--- config.mk ---
export PLATFORM = sky130hd
export DESIGN_NAME = mux_rr_arbiter
export DESIGN_NICKNAME = d
export VERILOG_FILES = /design/src/rtl/mux_arb_pkg.sv /design/src/rtl/mux_arb_hold_cnt.sv /design/src/rtl/mux_rr_arbiter.sv
export SDC_FILE = /design/constraint.sdc
export NUM_CORES = 1
export LEC_CHECK = 0
export BUFFER_PORTS_ARGS = -buffer_cell sky130_fd_sc_hd__clkbuf_2
export CAP_MARGIN = 25
export CELL_PAD_IN_SITES_DETAIL_PLACEMENT = 2
export CELL_PAD_IN_SITES_GLOBAL_PLACEMENT = 2
export CORE_MARGIN = 10
export CORE_UTILIZATION = 28
export CTS_CLUSTER_SIZE = 10
export DETAILED_ROUTE_END_ITERATION = 6
export PLACE_DENSITY = 0.75
export SYNTH_ARGS = -nofsm -noshare
export SYNTH_HDL_FRONTEND = slang
export SYNTH_HIERARCHICAL = 1
export SYNTH_SLANG_ARGS = --single-unit
export TNS_END_PERCENT = 50
--- constraint.sdc ---
create_clock -name clk -period 2.5 [get_ports clk]
set_input_delay 0.375 -clock clk [delete_from_list [all_inputs] [get_ports clk]]
set_output_delay 0.375 -clock clk [all_outputs]
set_load 0.03 [all_outputs]
--- src/rtl/mux_arb_pkg.sv ---
// Shared types and constants for the two-way round-robin mux arbiter.
// Optional hold limit is enabled with MUX_ARB_HOLD_LIMIT_EN.
package mux_arb_pkg;

  typedef enum logic [1:0] {
    IDLE  = 2'd0,
    OWN_A = 2'd1,
    OWN_B = 2'd2
  } arb_state_e;

  localparam int HOLD_MAX_DEF = 8;
  localparam int HCW          = 8;

endpackage

--- src/rtl/mux_arb_hold_cnt.sv ---
// Saturating ownership-length counter with a limit flag.
// Used by mux_rr_arbiter only when MUX_ARB_HOLD_LIMIT_EN is defined.
module mux_arb_hold_cnt
  import mux_arb_pkg::*;
#(
  parameter int HOLD_MAX = HOLD_MAX_DEF
) (
  input  logic clk,
  input  logic rst_n,
  input  logic clr,
  input  logic en,
  output logic lim
);

  localparam logic [HCW-1:0] CMAX = HCW'(HOLD_MAX - 1);

  logic [HCW-1:0] cnt;

  always_ff @(posedge clk or negedge rst_n) begin
    if (!rst_n) begin
      cnt <= '0;
    end else if (clr) begin
      cnt <= '0;
    end else if (en && cnt != CMAX) begin
      cnt <= cnt + 1'b1;
    end
  end

  assign lim = (cnt == CMAX);

endmodule

--- src/rtl/mux_rr_arbiter.sv ---
// Two-requester round-robin arbiter driving a registered shared mux.
// Define MUX_ARB_HOLD_LIMIT_EN to force a handover after HOLD_MAX cycles.
module mux_rr_arbiter
  import mux_arb_pkg::*;
#(
  parameter int WIDTH    = 1,
  parameter int HOLD_MAX = HOLD_MAX_DEF
) (
  input  logic             clk,
  input  logic             rst_n,
  input  logic             req_a,
  input  logic             req_b,
  input  logic [WIDTH-1:0] data_a,
  input  logic [WIDTH-1:0] data_b,
  output logic             gnt_a,
  output logic             gnt_b,
  output logic             sel,
  output logic [WIDTH-1:0] out,
  output logic             out_valid
);

  if (HOLD_MAX < 2 || HOLD_MAX > 255) begin : g_bad_hold
    $error("HOLD_MAX must be within 2..255");
  end

  arb_state_e state;
  arb_state_e state_nxt;
  logic       last_b;
  logic       sel_nxt;
  logic       force_sw;

`ifdef MUX_ARB_HOLD_LIMIT_EN
  logic hold_lim;

  mux_arb_hold_cnt #(
    .HOLD_MAX(HOLD_MAX)
  ) u_hold (
    .clk  (clk),
    .rst_n(rst_n),
    .clr  (state_nxt != state),
    .en   (state != IDLE),
    .lim  (hold_lim)
  );

  assign force_sw = hold_lim;
`else
  assign force_sw = 1'b0;
`endif

  // Owner keeps the path until it drops its request, or the limit trips.
  always_comb begin
    state_nxt = state;
    unique case (1'b1)
      state == OWN_A: begin
        if (!req_a || (force_sw && req_b))
          state_nxt = req_b ? OWN_B : IDLE;
      end
      state == OWN_B: begin
        if (!req_b || (force_sw && req_a))
          state_nxt = req_a ? OWN_A : IDLE;
      end
      default: begin
        if (req_a && req_b)
          state_nxt = last_b ? OWN_A : OWN_B;
        else if (req_a)
          state_nxt = OWN_A;
        else if (req_b)
          state_nxt = OWN_B;
        else
          state_nxt = IDLE;
      end
    endcase
  end

  always_comb begin
    sel_nxt = sel;
    unique case (1'b1)
      state_nxt == OWN_A: sel_nxt = 1'b0;
      state_nxt == OWN_B: sel_nxt = 1'b1;
      default:            sel_nxt = sel;
    endcase
  end

  always_ff @(posedge clk or negedge rst_n) begin
    if (!rst_n) begin
      state     <= IDLE;
      last_b    <= 1'b1;
      sel       <= 1'b0;
      out       <= '0;
      out_valid <= 1'b0;
    end else begin
      state     <= state_nxt;
      sel       <= sel_nxt;
      out_valid <= (state_nxt != IDLE);
      if (state_nxt != IDLE) begin
        out    <= sel_nxt ? data_b : data_a;
        last_b <= (state_nxt == OWN_B);
      end
    end
  end

  assign gnt_a = (state == OWN_A);
  assign gnt_b = (state == OWN_B);

endmodule

==> run_results.csv, run 1 <==
group,metric,value,unit
die,die-area,3150,sq um
logic_synthesis,ys_top_cells_by_count,"5 x dfrtp_1, 5 x ha_1, 4 x inv_1",
timing,slew_headroom,81.6,%
logic_synthesis,synth-compound-area-share,15.1,%
place,pre_cts_slack,256,ps
cts,cts-htree-levels,1,
grt,antenna_found_initial,0,
place,place_hpwl,806,microns
run,drv_cap,0,
die,dieHeight,56.1,microns
grt,grt_max_degree,7,
cts,cts_resized,0,
logic_synthesis,synth_top_area_share,34.2,%
drt,wl_met2,511,microns
timing,slew_violations,0,
min_path,hp-class,"primary input to register",
worst_setup_path,r2r_slack,270,ps
worst_setup_path,path_class,"register to register",
drt,wl_met1,360,microns
place,port-buffer-count,10,
drt,wl_met3,47,microns
worst_setup_path,critPathMaxFanout,4,
place,place_area,433,sq um
worst_setup_path,worstPathCellList,"inv_1 -> ha_1 -> and2_1 -> o21ai_0 -> a22oi_1 -> ha_1 -> mux2_4 -> mux2i_1 -> o21ai_0",
grt,grt_pass1_vias,342,
worst_setup_path,reg2reg_to,"out$_DFFE_PN0P_",
timing,final.min_clock_period,2230,ps
final_layout,antenna_cells,0,
final_layout,stdcell_area,469,sq um
timing,fin_tns_setup,0,ps
logic_synthesis,ys_seq_area_share,41.4,%
cts,clk_pin_slew_worst_paths,50,ps
logic_synthesis,yosys-top-cells-area,"dfrtp_1 34%, ha_1 17%, dfstp_2 7.2%, mux2_2 6.2%, mux2i_1 5.5%",
power,vdd_drop_max,591,uV
status,status,"complete, no violations",
die,core,1170,sq um
final_layout,drive_gt1_share,35.4,%
grt,grt_overflow_total,0,
logic_synthesis,syn-num-nets,44,
timing,tightest_slew,272,ps
final_layout,fin_util,40.1,%
worst_setup_path,cp_slowest_stage_delay,400,ps
drt,routed_wl,937,microns
drt,dr.pass1.iters,3,
logic_synthesis,synthAdderAreaFrac,17.1,%
logic_synthesis,yosys.area_share.simple,6.51,%
cts,cts_setup_buffers,0,
worst_setup_path,arrival,2360,ps
timing,setup_viol,0,
min_path,min_from,"data_b",
drt,avgRoutedWirePerCell,15.1,microns
worst_setup_path,slowest_stage,"dfrtp_1",
final_layout,stdcell_count,62,
drt,routed_via_density,4.68,
logic_synthesis,syn_inst,33,
drt,top_layer_used,"met4",
timing,hold_viol_final,0,
logic_synthesis,yosysUniqueCellTypes,15,
cts,cts_buffers,3,
drt,vias,290,
drt,drc,0,
cts,cts_max_path_buffers,2,
timing,whs,416,ps
final_layout,nets,60,
logic_synthesis,synthMuxAreaShare,15.8,%
timing,fmaxAchievable,0.448,GHz
logic_synthesis,synth_largest_area_cell,"dfrtp_1",
drt,drtIter0Drc,7,
logic_synthesis,synth-seq-cells,6,
timing,clock_skew,8.18,ps
worst_setup_path,worstSetupStartpointType,"register",
power,finalPower,0.754,mW
die,initial_utilization,31.2,%
drt,ant_nets,0,
timing,final.period_utilization,89.2,%
timing,rsz0062_at_grt,"false",
worst_setup_path,cp_top_family,"adder cells",
logic_synthesis,syn_area,365,sq um
cts,root_buffer,"clkbuf_4",
final_layout,syn_to_final_growth,28.4,%
cts,cts_tree,"yes",
grt,grt_first_pass_wirelength,1580,microns
power,p_leak,0.242,nW
worst_setup_path,critPathBufInv,1,
timing,finalWorstSetupSlack,270,ps
logic_synthesis,synthXorXnorAreaFrac,0,%
die,io_pins,11,
power,power_density,1610,nW/um^2
logic_synthesis,synth_top_family_by_area,"adder cells",
die,fp-row-count,12,
place,dp_cells,57,
logic_synthesis,synth_flop_cell,"dfrtp_1",
min_path,worstHoldPathCells,3,
logic_synthesis,synth_edf_count,0,
worst_setup_path,reg2regPathDepth,9,
logic_synthesis,syn_avg_cell_area,11.1,sq um
cts,cts_hold_buf,1,
die,fp.dieW,56.1,microns
worst_setup_path,timing.rr.start,"state[0]$_DFF_PN0_",
logic_synthesis,synth_warnings,6,
cts,insertion_delay,250,ps
cts,cts.sinks,6,
worst_setup_path,cp.required,2630,ps
worst_setup_path,cp-end-kind,"register",
logic_synthesis,async_flop_share,100,%
min_path,min_to,"out$_DFFE_PN0P_",
place,gp_congestion,0.780,
grt,grt_usage,6.28,%
## area by class of cell
type	count	area (sq um)
well taps	14	17.5
inverters	4	15.0
clock buffers	4	26.3
multi-input cells	23	199
fillers	137	702
flip-flops and latches	6	151
repair buffers	11	60.1
## worst max-delay path by stage
| stage | endpoint | cells after the start | start | slack (ps) |
|---|---|---|---|---|
| floorplan | out$_DFFE_PN0P_ | 9 | state[0]$_DFF_PN0_ | 220 |
| global placement | out$_DFFE_PN0P_ | 9 | state[0]$_DFF_PN0_ | 320 |
| detailed placement | out$_DFFE_PN0P_ | 9 | state[0]$_DFF_PN0_ | 260 |
| CTS | out$_DFFE_PN0P_ | 9 | state[0]$_DFF_PN0_ | 240 |
| global route | out$_DFFE_PN0P_ | 9 | state[0]$_DFF_PN0_ | 120 |
| finish | out$_DFFE_PN0P_ | 9 | state[0]$_DFF_PN0_ | 270 |
## registers in the layout, indices dropped and copies added, names as in the netlist
signal,cells
last_b,1
out,1
out_valid,1
sel,1
state,2
## logic make-up (layout without fill, tap and decap cells)
family | Yosys count | in the layout
AO/OA/AOI/OAI | 8 | 8
flip-flops | 6 | 6
adder cells (fa/ha/maj) | 5 | 5
multiplexers | 5 | 5
AND/OR/NAND/NOR | 5 | 5
buffers and inverters | 4 | 19
## report_power, final
part | internal (mW) | switching, mW | total (mW) | leakage (nW)
combinational | 0.210 | 0.260 | 0.470 | 0.155
sequential | 0.155 | 0.0314 | 0.186 | 0.0716
clock | 0.0606 | 0.0380 | 0.0987 | 0.0150
total | 0.425 | 0.329 | 0.754 | 0.242
## placed cells by master, fill, tap and decap left out
cell	synthesis	layout
dlygate4sd3_1	0	1
clkbuf_4	0	3
mux2_4	1	1
a32oi_1	1	1
nand2_1	3	3
a22oi_1	1	1
dfstp_2	1	1
o21ai_0	3	3
ha_1	5	5
and2_1	1	1
clkbuf_1	0	1
nor2b_1	1	1
clkbuf_2	0	10
mux2_2	2	2
dfrtp_1	5	5
a31oi_1	1	1
inv_1	4	4
a22o_1	2	2
mux2i_1	2	2
## tightest hold or removal path: cells and delay by family
family                 cells  cell delay, ps
AO/OA/AOI/OAI              1             130
multiplexers               1              50
buffers and inverters      1              70
## metal layers
| metal | up-vias | GRT usage (%) |
|---|---|---|
| met4 | 0 | 3.07 |
| li1 | 146 | - |
| met2 | 9 | 11.8 |
| met1 | 133 | 5.69 |
| met5 | - | 0 |
| met3 | 2 | 2.28 |
Power figures use the tool's default switching activity.
==> run 2, diff against run 1 <==
Settings changed: CELL_PAD_IN_SITES_DETAIL_PLACEMENT 2 to 1.
==> run 2 against run 1 <==
Compared with the run above: worst hold slack better by 5.0 ps; count of clock-buffer cells in the layout unchanged; setup slack worse by 14 ps; die area unchanged; register-to-register slack about the same; largest cell class unchanged; highest routed layer unchanged.
==> run_results.csv, run 2 (same netlist as run 1, synthesis figures left out) <==
group,metric,value,unit
grt,grt_usage,5.56,%
worst_setup_path,worstSetupStartpointType,"register",
worst_setup_path,critPathMaxFanout,4,
timing,final.period_utilization,89.8,%
final_layout,nets,60,
cts,cts_tree,"yes",
worst_setup_path,cp_slowest_stage_delay,390,ps
worst_setup_path,arrival,2370,ps
cts,cts_resized,0,
place,gp_congestion,0.780,
final_layout,antenna_cells,0,
drt,ant_nets,0,
place,dp_cells,57,
min_path,min_from,"data_b",
cts,insertion_delay,250,ps
final_layout,final_common_cell,"clkbuf_2",
drt,dr.pass1.iters,4,
grt,grt_pass1_vias,316,
grt,grt_first_pass_wirelength,1380,microns
drt,routed_via_density,4.84,
place,port-buffer-count,10,
timing,clock_skew,5.11,ps
final_layout,fin_util,40.1,%
worst_setup_path,r2r_slack,260,ps
final_layout,layout_common_cells,"10 x clkbuf_2, 5 x ha_1, 5 x dfrtp_1",
worst_setup_path,worstPathCellList,"inv_1 -> ha_1 -> and2_1 -> o21ai_0 -> a22oi_1 -> ha_1 -> mux2_4 -> mux2i_1 -> o21ai_0",
die,fp.dieW,56.1,microns
power,finalPower,0.744,mW
drt,avgRoutedWirePerCell,12.7,microns
min_path,hp-class,"primary input to register",
place,place_hpwl,649,microns
timing,rsz0062_at_grt,"false",
die,io_pins,11,
min_path,min_to,"out$_DFFE_PN0P_",
die,fp-row-count,12,
timing,final.min_clock_period,2240,ps
grt,grt_overflow_total,0,
die,die-area,3150,sq um
worst_setup_path,path_class,"register to register",
cts,cts-htree-levels,1,
drt,drtIter0Drc,5,
power,p_leak,0.242,nW
min_path,worstHoldPathCells,3,
cts,clk_pin_slew_worst_paths,50,ps
run,drv_cap,0,
cts,cts_max_path_buffers,2,
timing,setup_viol,0,
grt,antenna_found_initial,0,
cts,cts_buffers,3,
die,core,1170,sq um
final_layout,top_register,"state",
drt,drc,0,
worst_setup_path,timing.rr.start,"state[0]$_DFF_PN0_",
worst_setup_path,reg2regPathDepth,9,
timing,slew_headroom,79.5,%
worst_setup_path,slowest_stage,"dfrtp_1",
cts,cts.sinks,6,
timing,hold_viol_final,0,
timing,fin_tns_setup,0,ps
status,status,"complete, no violations",
timing,slew_violations,0,
worst_setup_path,cp-end-kind,"register",
worst_setup_path,cp.required,2630,ps
die,initial_utilization,31.2,%
final_layout,stdcell_count,62,
power,vdd_drop_max,637,uV
drt,vias,300,
timing,fmaxAchievable,0.446,GHz
worst_setup_path,reg2reg_to,"out$_DFFE_PN0P_",
final_layout,drive_gt1_share,35.4,%
grt,grt_max_degree,7,
timing,tightest_slew,305,ps
power,power_density,1590,nW/um^2
die,dieHeight,56.1,microns
cts,root_buffer,"clkbuf_4",
final_layout,syn_to_final_growth,28.4,%
final_layout,largest_register_ffs,2,
drt,routed_wl,788,microns
==> run 2: cell counts in the layout (fill, tap and decap cells not counted) <==
Identical to the previous run, type by type.
==> run 2: final cells by class <==
class                      instances  area (sq um)
clock buffer                       4          26.3
fill                             148           702
inverter                           4          15.0
multi-input combinational         23           199
sequential                         6           151
tap                               14          17.5
timing repair buffer              11          60.1
==> run 2: how the worst max path moves through the flow <==
| stage | from | end | cells after the start |
|---|---|---|---|
| 2_1_floorplan | state[0]$_DFF_PN0_ | out$_DFFE_PN0P_ | 9 |
| 3_3_place_gp | state[0]$_DFF_PN0_ | out$_DFFE_PN0P_ | 9 |
| 3_5_place_dp | state[0]$_DFF_PN0_ | out$_DFFE_PN0P_ | 9 |
| 4_1_cts | state[0]$_DFF_PN0_ | out$_DFFE_PN0P_ | 9 |
| 5_1_grt | state[0]$_DFF_PN0_ | out$_DFFE_PN0P_ | 8 |
| 6_report | state[0]$_DFF_PN0_ | out$_DFFE_PN0P_ | 9 |
==> run 2: critical path, delay by kind of cell, from the launching register on <==
kind,cells,cell delay (ps)
adder cells (fa/ha/maj),2,550
flip-flops,1,390
AO/OA/AOI/OAI,3,530
AND/OR/NAND/NOR,1,140
buffers and inverters,1,60
multiplexers,2,440
==> run 2: repair_timing <==
action / in CTS / in global routing
setup buffers: 0 / 0
hold buffers: 1 / 0
hold endpoints to repair: 5 / 0
==> run 2: metrics by stage <==
step,area [sq um],worst slack [ps],hold WS [ps]
2_1_floorplan,365,222,79.4
3_3_place_gp,433,322,205
3_5_place_dp,433,283,208
4_1_cts,469,268,424
5_1_grt,469,152,432
6_report,469,256,421
==> run 2: layer usage <==
| layer | GRT usage [%] | up-vias | share of wire [%] |
|---|---|---|---|
| li1 | - | 149 | - |
| met1 | 5.82 | 139 | 43 |
| met2 | 7.72 | 8 | 48 |
| met3 | 1.82 | 4 | 4.3 |
| met4 | 6.83 | 0 | 4.6 |
| met5 | 0 | - | 0 |
==> run 2: report_power, final <==
group / switching [mW] / internal [mW] / total (mW) / leakage [nW]
registers: 0.0304 / 0.154 / 0.185 / 0.0716
clock network: 0.0353 / 0.0605 / 0.0958 / 0.0150
logic: 0.255 / 0.209 / 0.464 / 0.155
